==> config.mk <==
export PLATFORM = sky130hd
export DESIGN_NAME = exe_stage
export DESIGN_NICKNAME = d
export VERILOG_FILES = /design/src/rtl/mips_pkg.sv /design/src/rtl/iter_multiplier.sv /design/src/rtl/exe_stage.sv
export SDC_FILE = /design/constraint.sdc
export NUM_CORES = 1
export LEC_CHECK = 0
export CAP_MARGIN = 10
export CORE_MARGIN = 2
export CORE_UTILIZATION = 25
export CTS_CLUSTER_SIZE = 28
export DETAILED_ROUTE_END_ITERATION = 8
export GPL_ROUTABILITY_DRIVEN = 0
export PLACE_DENSITY = 0.53
export SETUP_SLACK_MARGIN = 0.4
export SYNTH_ARGS = -nofsm -noshare
export SYNTH_HDL_FRONTEND = slang
export SYNTH_SLANG_ARGS = --single-unit
==> constraint.sdc <==
create_clock -name clk -period 8.8 [get_ports clk]
set_input_delay 1.76 -clock clk [delete_from_list [all_inputs] [get_ports clk]]
set_output_delay 1.76 -clock clk [all_outputs]
set_load 0.1 [all_outputs]
==> src/rtl/mips_pkg.sv <==
// Shared definitions for the MIPS execute stage: ALU command codes,
// branch types, multiplier FSM states and the combinational ALU function.
package mips_pkg;

  localparam logic [3:0] EXE_ADD = 4'b0000;
  localparam logic [3:0] EXE_SUB = 4'b0010;
  localparam logic [3:0] EXE_AND = 4'b0100;
  localparam logic [3:0] EXE_OR  = 4'b0101;
  localparam logic [3:0] EXE_NOR = 4'b0110;
  localparam logic [3:0] EXE_XOR = 4'b0111;
  localparam logic [3:0] EXE_SLL = 4'b1000;
  localparam logic [3:0] EXE_SRA = 4'b1001;
  localparam logic [3:0] EXE_SRL = 4'b1010;
  localparam logic [3:0] EXE_MUL = 4'b1100;

  localparam logic [1:0] BR_NONE = 2'd0;
  localparam logic [1:0] BR_BEZ  = 2'd1;
  localparam logic [1:0] BR_BNE  = 2'd2;
  localparam logic [1:0] BR_JMP  = 2'd3;

  typedef enum logic [1:0] {
    IDLE = 2'd0,
    BUSY = 2'd1,
    DONE = 2'd2
  } exe_state_t;

  // MUL is produced by the iterative multiplier, so here it falls to zero
  // together with every undefined code.
  function automatic logic [31:0] alu_compute(input logic [3:0]  cmd,
                                              input logic [31:0] a,
                                              input logic [31:0] b);
    logic [31:0] r;
    case (cmd)
      EXE_ADD: r = a + b;
      EXE_SUB: r = a - b;
      EXE_AND: r = a & b;
      EXE_OR:  r = a | b;
      EXE_NOR: r = ~(a | b);
      EXE_XOR: r = a ^ b;
      EXE_SLL: r = a << b[4:0];
      EXE_SRA: r = $signed(a) >>> b[4:0];
      EXE_SRL: r = a >> b[4:0];
      default: r = 32'd0;
    endcase
    return r;
  endfunction

endpackage

==> src/rtl/iter_multiplier.sv <==
// Iterative shift-and-add multiplier producing the low 32 bits of a*b,
// retiring BITS_PER_CYCLE multiplier bits per BUSY cycle.
module iter_multiplier
  import mips_pkg::*;
#(
  parameter int BITS_PER_CYCLE = 1
) (
  input  logic        clk,
  input  logic        rst,
  input  logic        i_start,
  input  logic [31:0] i_a,
  input  logic [31:0] i_b,
  output logic        o_busy,
  output logic        o_done,
  output logic [31:0] o_product
);

  localparam int STEPS = 32 / BITS_PER_CYCLE;

  exe_state_t  r_state;
  logic [31:0] r_mcand;
  logic [31:0] r_mplier;
  logic [31:0] r_acc;
  logic [5:0]  r_count;
  logic [31:0] w_partial;
  logic [5:0]  w_count_next;

  // Only the low word is kept, so partial products may wrap freely.
  always_comb begin
    w_partial = 32'd0;
    for (int i = 0; i < BITS_PER_CYCLE; i++) begin
      if (r_mplier[i]) w_partial = w_partial + (r_mcand << i);
    end
  end

  assign w_count_next = r_count - 6'd1;

  always_ff @(posedge clk or negedge rst) begin
    if (!rst) begin
      r_state  <= IDLE;
      r_mcand  <= 32'd0;
      r_mplier <= 32'd0;
      r_acc    <= 32'd0;
      r_count  <= 6'd0;
    end else begin
      case (r_state)
        IDLE: begin
          if (i_start) begin
            r_mcand  <= i_a;
            r_mplier <= i_b;
            r_acc    <= 32'd0;
            r_count  <= 6'(STEPS);
            r_state  <= BUSY;
          end
        end
        BUSY: begin
          r_acc    <= r_acc + w_partial;
          r_mcand  <= r_mcand << BITS_PER_CYCLE;
          r_mplier <= r_mplier >> BITS_PER_CYCLE;
          r_count  <= w_count_next;
          if (w_count_next == 6'd0) r_state <= DONE;
        end
        DONE:    r_state <= IDLE;
        default: r_state <= IDLE;
      endcase
    end
  end

  assign o_busy    = (r_state == BUSY);
  assign o_done    = (r_state == DONE);
  assign o_product = r_acc;

endmodule

==> src/rtl/exe_stage.sv <==
// MIPS execute stage: ALU, branch resolution, EX/MEM output register and
// pipeline stall control around the iterative multiplier.
module exe_stage
  import mips_pkg::*;
#(
  parameter int MUL_BITS_PER_CYCLE = 1
) (
  input  logic        clk,
  input  logic        rst,
  input  logic [31:0] Val1_in,
  input  logic [31:0] Val2_in,
  input  logic [31:0] Reg2_in,
  input  logic [31:0] PC_in,
  input  logic [1:0]  br_type_in,
  input  logic [3:0]  EXE_CMD_in,
  input  logic [4:0]  Dest_in,
  input  logic        MEM_R_EN_in,
  input  logic        MEM_W_EN_in,
  input  logic        WB_EN_in,
  output logic        stall,
  output logic        Br_taken,
  output logic [31:0] Br_addr,
  output logic [31:0] ALU_result,
  output logic [31:0] Reg2_out,
  output logic [4:0]  Dest_out,
  output logic        MEM_R_EN,
  output logic        MEM_W_EN,
  output logic        WB_EN
);

  logic        w_is_mul;
  logic        w_busy;
  logic        w_done;
  logic        w_idle;
  logic        w_start;
  logic        w_br_cond;
  logic [31:0] w_alu;
  logic [31:0] w_product;

  logic [31:0] r_alu;
  logic [31:0] r_reg2;
  logic [4:0]  r_dest;
  logic        r_mem_r;
  logic        r_mem_w;
  logic        r_wb;

  assign w_is_mul = (EXE_CMD_in == EXE_MUL);
  assign w_idle   = !w_busy && !w_done;
  assign w_start  = w_idle && w_is_mul;
  assign w_alu    = alu_compute(EXE_CMD_in, Val1_in, Val2_in);

  iter_multiplier #(
    .BITS_PER_CYCLE(MUL_BITS_PER_CYCLE)
  ) u_mul (
    .clk      (clk),
    .rst      (rst),
    .i_start  (w_start),
    .i_a      (Val1_in),
    .i_b      (Val2_in),
    .o_busy   (w_busy),
    .o_done   (w_done),
    .o_product(w_product)
  );

  always_comb begin
    w_br_cond = 1'b0;
    case (br_type_in)
      BR_BEZ:  w_br_cond = (Val1_in == 32'd0);
      BR_BNE:  w_br_cond = (Val1_in != Val2_in);
      BR_JMP:  w_br_cond = 1'b1;
      default: w_br_cond = 1'b0;
    endcase
  end

  // Branches resolve only for a fresh non-MUL instruction; a MUL in DONE
  // must not redirect fetch with its still-held ID/EX fields.
  assign stall    = w_start || w_busy;
  assign Br_taken = w_idle && !w_is_mul && w_br_cond;
  assign Br_addr  = (br_type_in == BR_JMP) ? Val2_in : (PC_in + (Val2_in << 2));

  always_ff @(posedge clk or negedge rst) begin
    if (!rst) begin
      r_alu   <= 32'd0;
      r_reg2  <= 32'd0;
      r_dest  <= 5'd0;
      r_mem_r <= 1'b0;
      r_mem_w <= 1'b0;
      r_wb    <= 1'b0;
    end else if (stall) begin
      r_mem_r <= 1'b0;
      r_mem_w <= 1'b0;
      r_wb    <= 1'b0;
    end else begin
      r_alu   <= w_done ? w_product : w_alu;
      r_reg2  <= Reg2_in;
      r_dest  <= Dest_in;
      r_mem_r <= MEM_R_EN_in;
      r_mem_w <= MEM_W_EN_in;
      r_wb    <= WB_EN_in;
    end
  end

  assign ALU_result = r_alu;
  assign Reg2_out   = r_reg2;
  assign Dest_out   = r_dest;
  assign MEM_R_EN   = r_mem_r;
  assign MEM_W_EN   = r_mem_w;
  assign WB_EN      = r_wb;

endmodule

After elaboration in Yosys (flattened, before gate mapping)

Cells that the tools add are included.

Add/sub/neg operators: 5
Bitwise gates (word level): 4
Equal/unequal tests: 17
Shifts and indexed selects: 3
Reductions and logical operators: 15
Mux-type cells: 19

Operators by type and width:

| kind                  | count |
|---|---|
| $pmux W32 S9          | 1 |
| $mux W32              | 6 |
| $pmux W32 S2          | 3 |
| $add A32 B32 Y32      | 3 |
| $and A32 B32 Y32      | 1 |
| $logic_not A32 Y1     | 1 |
| $ne A32 B32 Y1        | 1 |
| $not A32 Y32          | 1 |
| $or A32 B32 Y32       | 1 |
| $shl A32 B5 Y32       | 1 |
| $shr A32 B5 Y32       | 1 |
| $sshr A32 B5 Y32      | 1 |
| $sub A32 B32 Y32      | 1 |
| $xor A32 B32 Y32      | 1 |
| $eq A4 B3 Y1 const B  | 4 |
| $eq A4 B4 Y1 const B  | 4 |
| $pmux W6 S2           | 1 |
| $eq A2 B2 Y1 const B  | 3 |
| $logic_not A6 Y1      | 1 |
| $mux W6               | 1 |
| $sub A6 B1 Y6 const B | 1 |
| $eq A2 B1 Y1 const B  | 2 |
| $eq A4 B2 Y1 const B  | 1 |
| $logic_and A1 B1 Y1   | 4 |
| other kinds (12)      | 18 |

Flip-flop bits (word level): 176
Word-level logic and storage cells: 74

Logic depth before layout (Yosys ltp)

Word-level depth: 6
Gate-level depth with buffers: 15
Depth with buffers taken out: 14

Hierarchy

From an unflattened synthesis, not the netlist that was laid out.

Cells, all modules: 2667
Area, all modules: 20388.3 sq um

Modules (own cells, without submodules):

| module          | area an instance (sq um) | seq. area each (sq um) | times used | cells each |
|---|---|---|---|---|
| exe_stage       | 14057.2                  | 1801.7                 | 1          | 1986 |
| iter_multiplier | 6331.1                   | 2602.5                 | 1          | 681 |

Least setup slack after synthesis

Ideal clock, no wire load.

Path kind: input to output
Start point: input Val2_in[1]
End point: output Br_addr[24]
Cell stages on the path: 14
Arrival: 6.585 ns
Data required time: 7.040 ns
Slack: 0.455 ns
Path through: clkbuf_1 -> inv_1 -> clkbuf_1 -> fa_1 -> nand2b_1 -> a21oi_1 -> o22ai_1 -> or3b_1 -> a31oi_1 -> a41oi_1 -> nand2b_1 -> a21oi_1 -> xor2_1 -> o21ai_0

Longest elaborated chain between the ends: 2

RTL lines:

| element          | RTL line        | RTL |
|---|---|---|
| from (decl)      | exe_stage.sv:11 | `input logic [31:0] Val2_in,` |
| $add A32 B32 Y32 | exe_stage.sv:79 | `assign Br_addr = (br_type_in == BR_JMP) ? Val2_in : (PC_in + (Val2_in << 2));` |
| $mux W32         | exe_stage.sv:79 |  |
| to (decl)        | exe_stage.sv:22 | `output logic [31:0] Br_addr,` |

Every way passes these cells.

Worst setup path after layout

Start point: input PC_in[2]
End point: output Br_addr[30]

Longest elaborated chain between the ends: 2

RTL lines:

| element          | RTL line        | RTL |
|---|---|---|
| from (decl)      | exe_stage.sv:13 | `input logic [31:0] PC_in,` |
| $add A32 B32 Y32 | exe_stage.sv:79 |  |
| $mux W32         | exe_stage.sv:79 |  |

Every way passes these cells.

==> impl_metrics.tcl <==
set metrics [dict create \
    grt_use_total 0.194 \
    top_layer "met5" \
    required_ns 7.04 \
    synth_top_area_frac 0.224 \
    ys_types 83 \
    whs_ns 0.475 \
    p_sw_frac 0.571 \
    area_growth_pct 20.6 \
    cts_tree "yes" \
    crit_path_start_kind "primary input" \
    setup_viol 0 \
    dieArea_mm2 0.0810 \
    wl_um 80000 \
    routedWlPerCell_um 21.1 \
    max_slew_margin 0.263 \
    ir_drop_mv 0.210 \
    dr_total_vias 20200 \
    root_buffer "clkbuf_16" \
    synthFlopType "dfrtp_1" \
    switchingPower_w 0.00365 \
    start_util 0.253 \
    fp.dieW_um 285 \
    status "complete, no violations" \
    cts_setup_buffers 0 \
    final_common_cell "nand2_1" \
    yosys_warnings 0 \
    crit_path_max_incr_delay_ns 0.47 \
    route.met3.wl_um 6000 \
    grt_max_degree 95 \
    synth_cells 2607 \
    path_class "primary input to output port" \
    synth_area_mm2 0.0197 \
    clockPowerShare 0.127 \
    hp-class "flop to flop" \
    grt_pass1_wl_um 121000 \
    insertion_delay_ns 0.52 \
    dp_hpwl_um 60200 \
    slew_viol_final 0 \
    power_frac_comb 0.653 \
    drive_above_1_share 0.0734 \
    routed_via_density 5.32 \
    numCtsBuffers 17 \
    synth-seq-area-share 0.224 \
    layout_common_cells "354 x nand2_1, 279 x nor2_1, 248 x o21ai_0" \
    overflow 0 \
    powerDensity_mw_per_mm2 269 \
    critPathSlowestCell "or3b_1" \
    n_fill_cell 8439 \
    hold_viol 0 \
    ant_nets 0 \
    clock_path_buffers 2 \
    final_cells 3792 \
    hold_buffers 0 \
    synth_edf_count 0 \
    antenna_found_initial 1 \
    m1WireLength_um 35400 \
    cp_max_fo 4 \
    rsz0062_at_grt "false" \
    crit_chain "clkdlybuf4s50_1 > ha_1 > inv_1 > fa_1 > nand2b_1 > a21oi_1 > o22ai_1 > or3b_1 > a31oi_1 > a41oi_1 > buf_4 > o31ai_1 > o31ai_1 > xor2_1 > a21oi_1 > buf_12" \
    htree_levels 4 \
    dr.pass1.iters 8 \
    power_frac_seq 0.220 \
    rows 102 \
    synth.area.top_cells "dfrtp_1 22%, ha_1 10%, nand2_1 6.7%" \
    core_area_mm2 0.0777 \
    period_minus_slack_ns 7.69 \
    clk_pin_slew_ns 0.07 \
    finalClockSkew_ns 0.0238 \
    async_flop_share 1.00 \
    critPathTopFamily "compound AO/OA/AOI/OAI gates" \
    timing.fmax_ghz 0.130 \
    worst_pin_slew_ns 1.10 \
    fin_tns_setup_ns 0 \
    p_int_w 0.00274 \
    synth.largest_area_cell "dfrtp_1" \
    p_leak_nw 10.3 \
    drt_first_iter_violations 2030 \
    ys_ff_latch 176 \
    drc 0 \
    crit_arrival_ns 5.93 \
    nNetsFinal 3049 \
    first_global_vias 19400 \
    io_buffers 249 \
    critPathBufInv 4 \
    min_period_over_period 0.874 \
    power_w 0.00640 \
    dp.cells 3760 \
    diodes 0 \
    cts_resized 0 \
    clkSinkCount 176 \
    wl_met2_um 35200 \
    end_kind "output port" \
    syn_nets 2917 \
    fin_util 0.305 \
    io_pins 250 \
    fp.dieH_um 285 \
    drv_cap 0 \
    avgSynthCellArea_um2 7.55 \
]
-- kinds of logic (layout without fill, tap and decap cells) --
| logic type | Yosys count | after routing | synth area share |
|---|---|---|---|
| XOR/XNOR | 81 | 81 | 0.0360 |
| adder cells (fa/ha/maj) | 166 | 166 | 0.107 |
| AND/OR/NAND/NOR | 878 | 878 | 0.197 |
| AO/OA/AOI/OAI | 824 | 824 | 0.259 |
| buffers and inverters | 302 | 447 | 0.0592 |
| multiplexers | 180 | 180 | 0.118 |
| flip-flops | 176 | 176 | 0.224 |
-- registers in the layout, summed over array words and instances, names as in the netlist --
signal and cells:
ALU_result 32, u_mul.r_mplier 32, MEM_R_EN 1, Reg2_out 32, u_mul.o_product 32, u_mul.r_state 2
u_mul.r_count 6, MEM_W_EN 1, u_mul.r_mcand 32, Dest_out 5, WB_EN 1
-- metrics by stage --
step / setup slack (ns) / cell area, µm²
global placement: 1.06 / 23200
floorplan: 0.455 / 19700
CTS: 1.07 / 23700
finish: 1.11 / 23700
detailed placement: 1.07 / 23200
global route: 0.840 / 23700
-- worst min-delay path: cells and delay by family (launching register included) --
kind	cells	cell delay (ns)
flops	1	0.34
simple gates	2	0.11
-- path summary, 6_finish.rpt --
check / startpoint / to / slack [ns] / depth (start not counted)
worst max-delay path: PC_in[2] / Br_addr[30] / 1.11 / 16
worst min register to register: Dest_out[2] / Dest_out[2] / 0.48 / 2
max in group asynchronous: rst / u_mul.r_mcand[26] / 6.48 / 2
worst min-delay path: Dest_out[2] / Dest_out[2] / 0.48 / 2
worst max register to register: u_mul.r_mcand[0] / u_mul.o_product[30] / 4.72 / 13
min in group asynchronous: rst / ALU_result[5] / 1.29 / 1
-- cells in the mapped netlist, types with 12 or more instances --
master / number
inv_1: 114
nor4_1: 15
o22ai_1: 14
xnor2_1: 46
o21bai_1: 18
and2_1: 44
buf_2: 12
a211oi_1: 60
buf_1: 28
nand2_1: 354
nand3_1: 30
nor2_1: 280
o31ai_1: 17
o211ai_1: 23
nand4_1: 14
a21o_1: 42
xor2_1: 35
mux2_2: 15
a31oi_1: 19
dfrtp_1: 176
o21ai_0: 248
clkbuf_1: 143
a221oi_1: 22
mux2i_1: 125
or3_1: 18
ha_1: 162
nor3_1: 34
nor2b_1: 25
mux4_2: 40
nand2b_1: 24
a21oi_1: 240
-- power by group through the flow --
stage               registers, W  clock network [W]  logic (W)
floorplan                0.00245                  0    0.00197
global placement         0.00142                  0    0.00416
detailed placement       0.00143                  0    0.00418
CTS                      0.00141           0.000846    0.00418
global route             0.00146           0.000867    0.00449
finish                   0.00141           0.000811    0.00418
-- layout make-up --
class	count	area, µm²	share of cell area
clock buffers	18	439	0.0185
clock inverters	14	139	0.00585
inverters	116	435	0.0183
multi-input cells	2129	14200	0.596
flip-flops and latches	176	4400	0.185
well taps	1040	1300	0.0548
repair buffers	299	2860	0.121
-- routing by layer --
metal  up-vias  track usage
met2       908        0.302
li1       9583            -
met5         -            0
met4         2       0.0843
met3       161       0.0331
met1      9535        0.262
No activity file was read; power rests on OpenSTA's default activity.
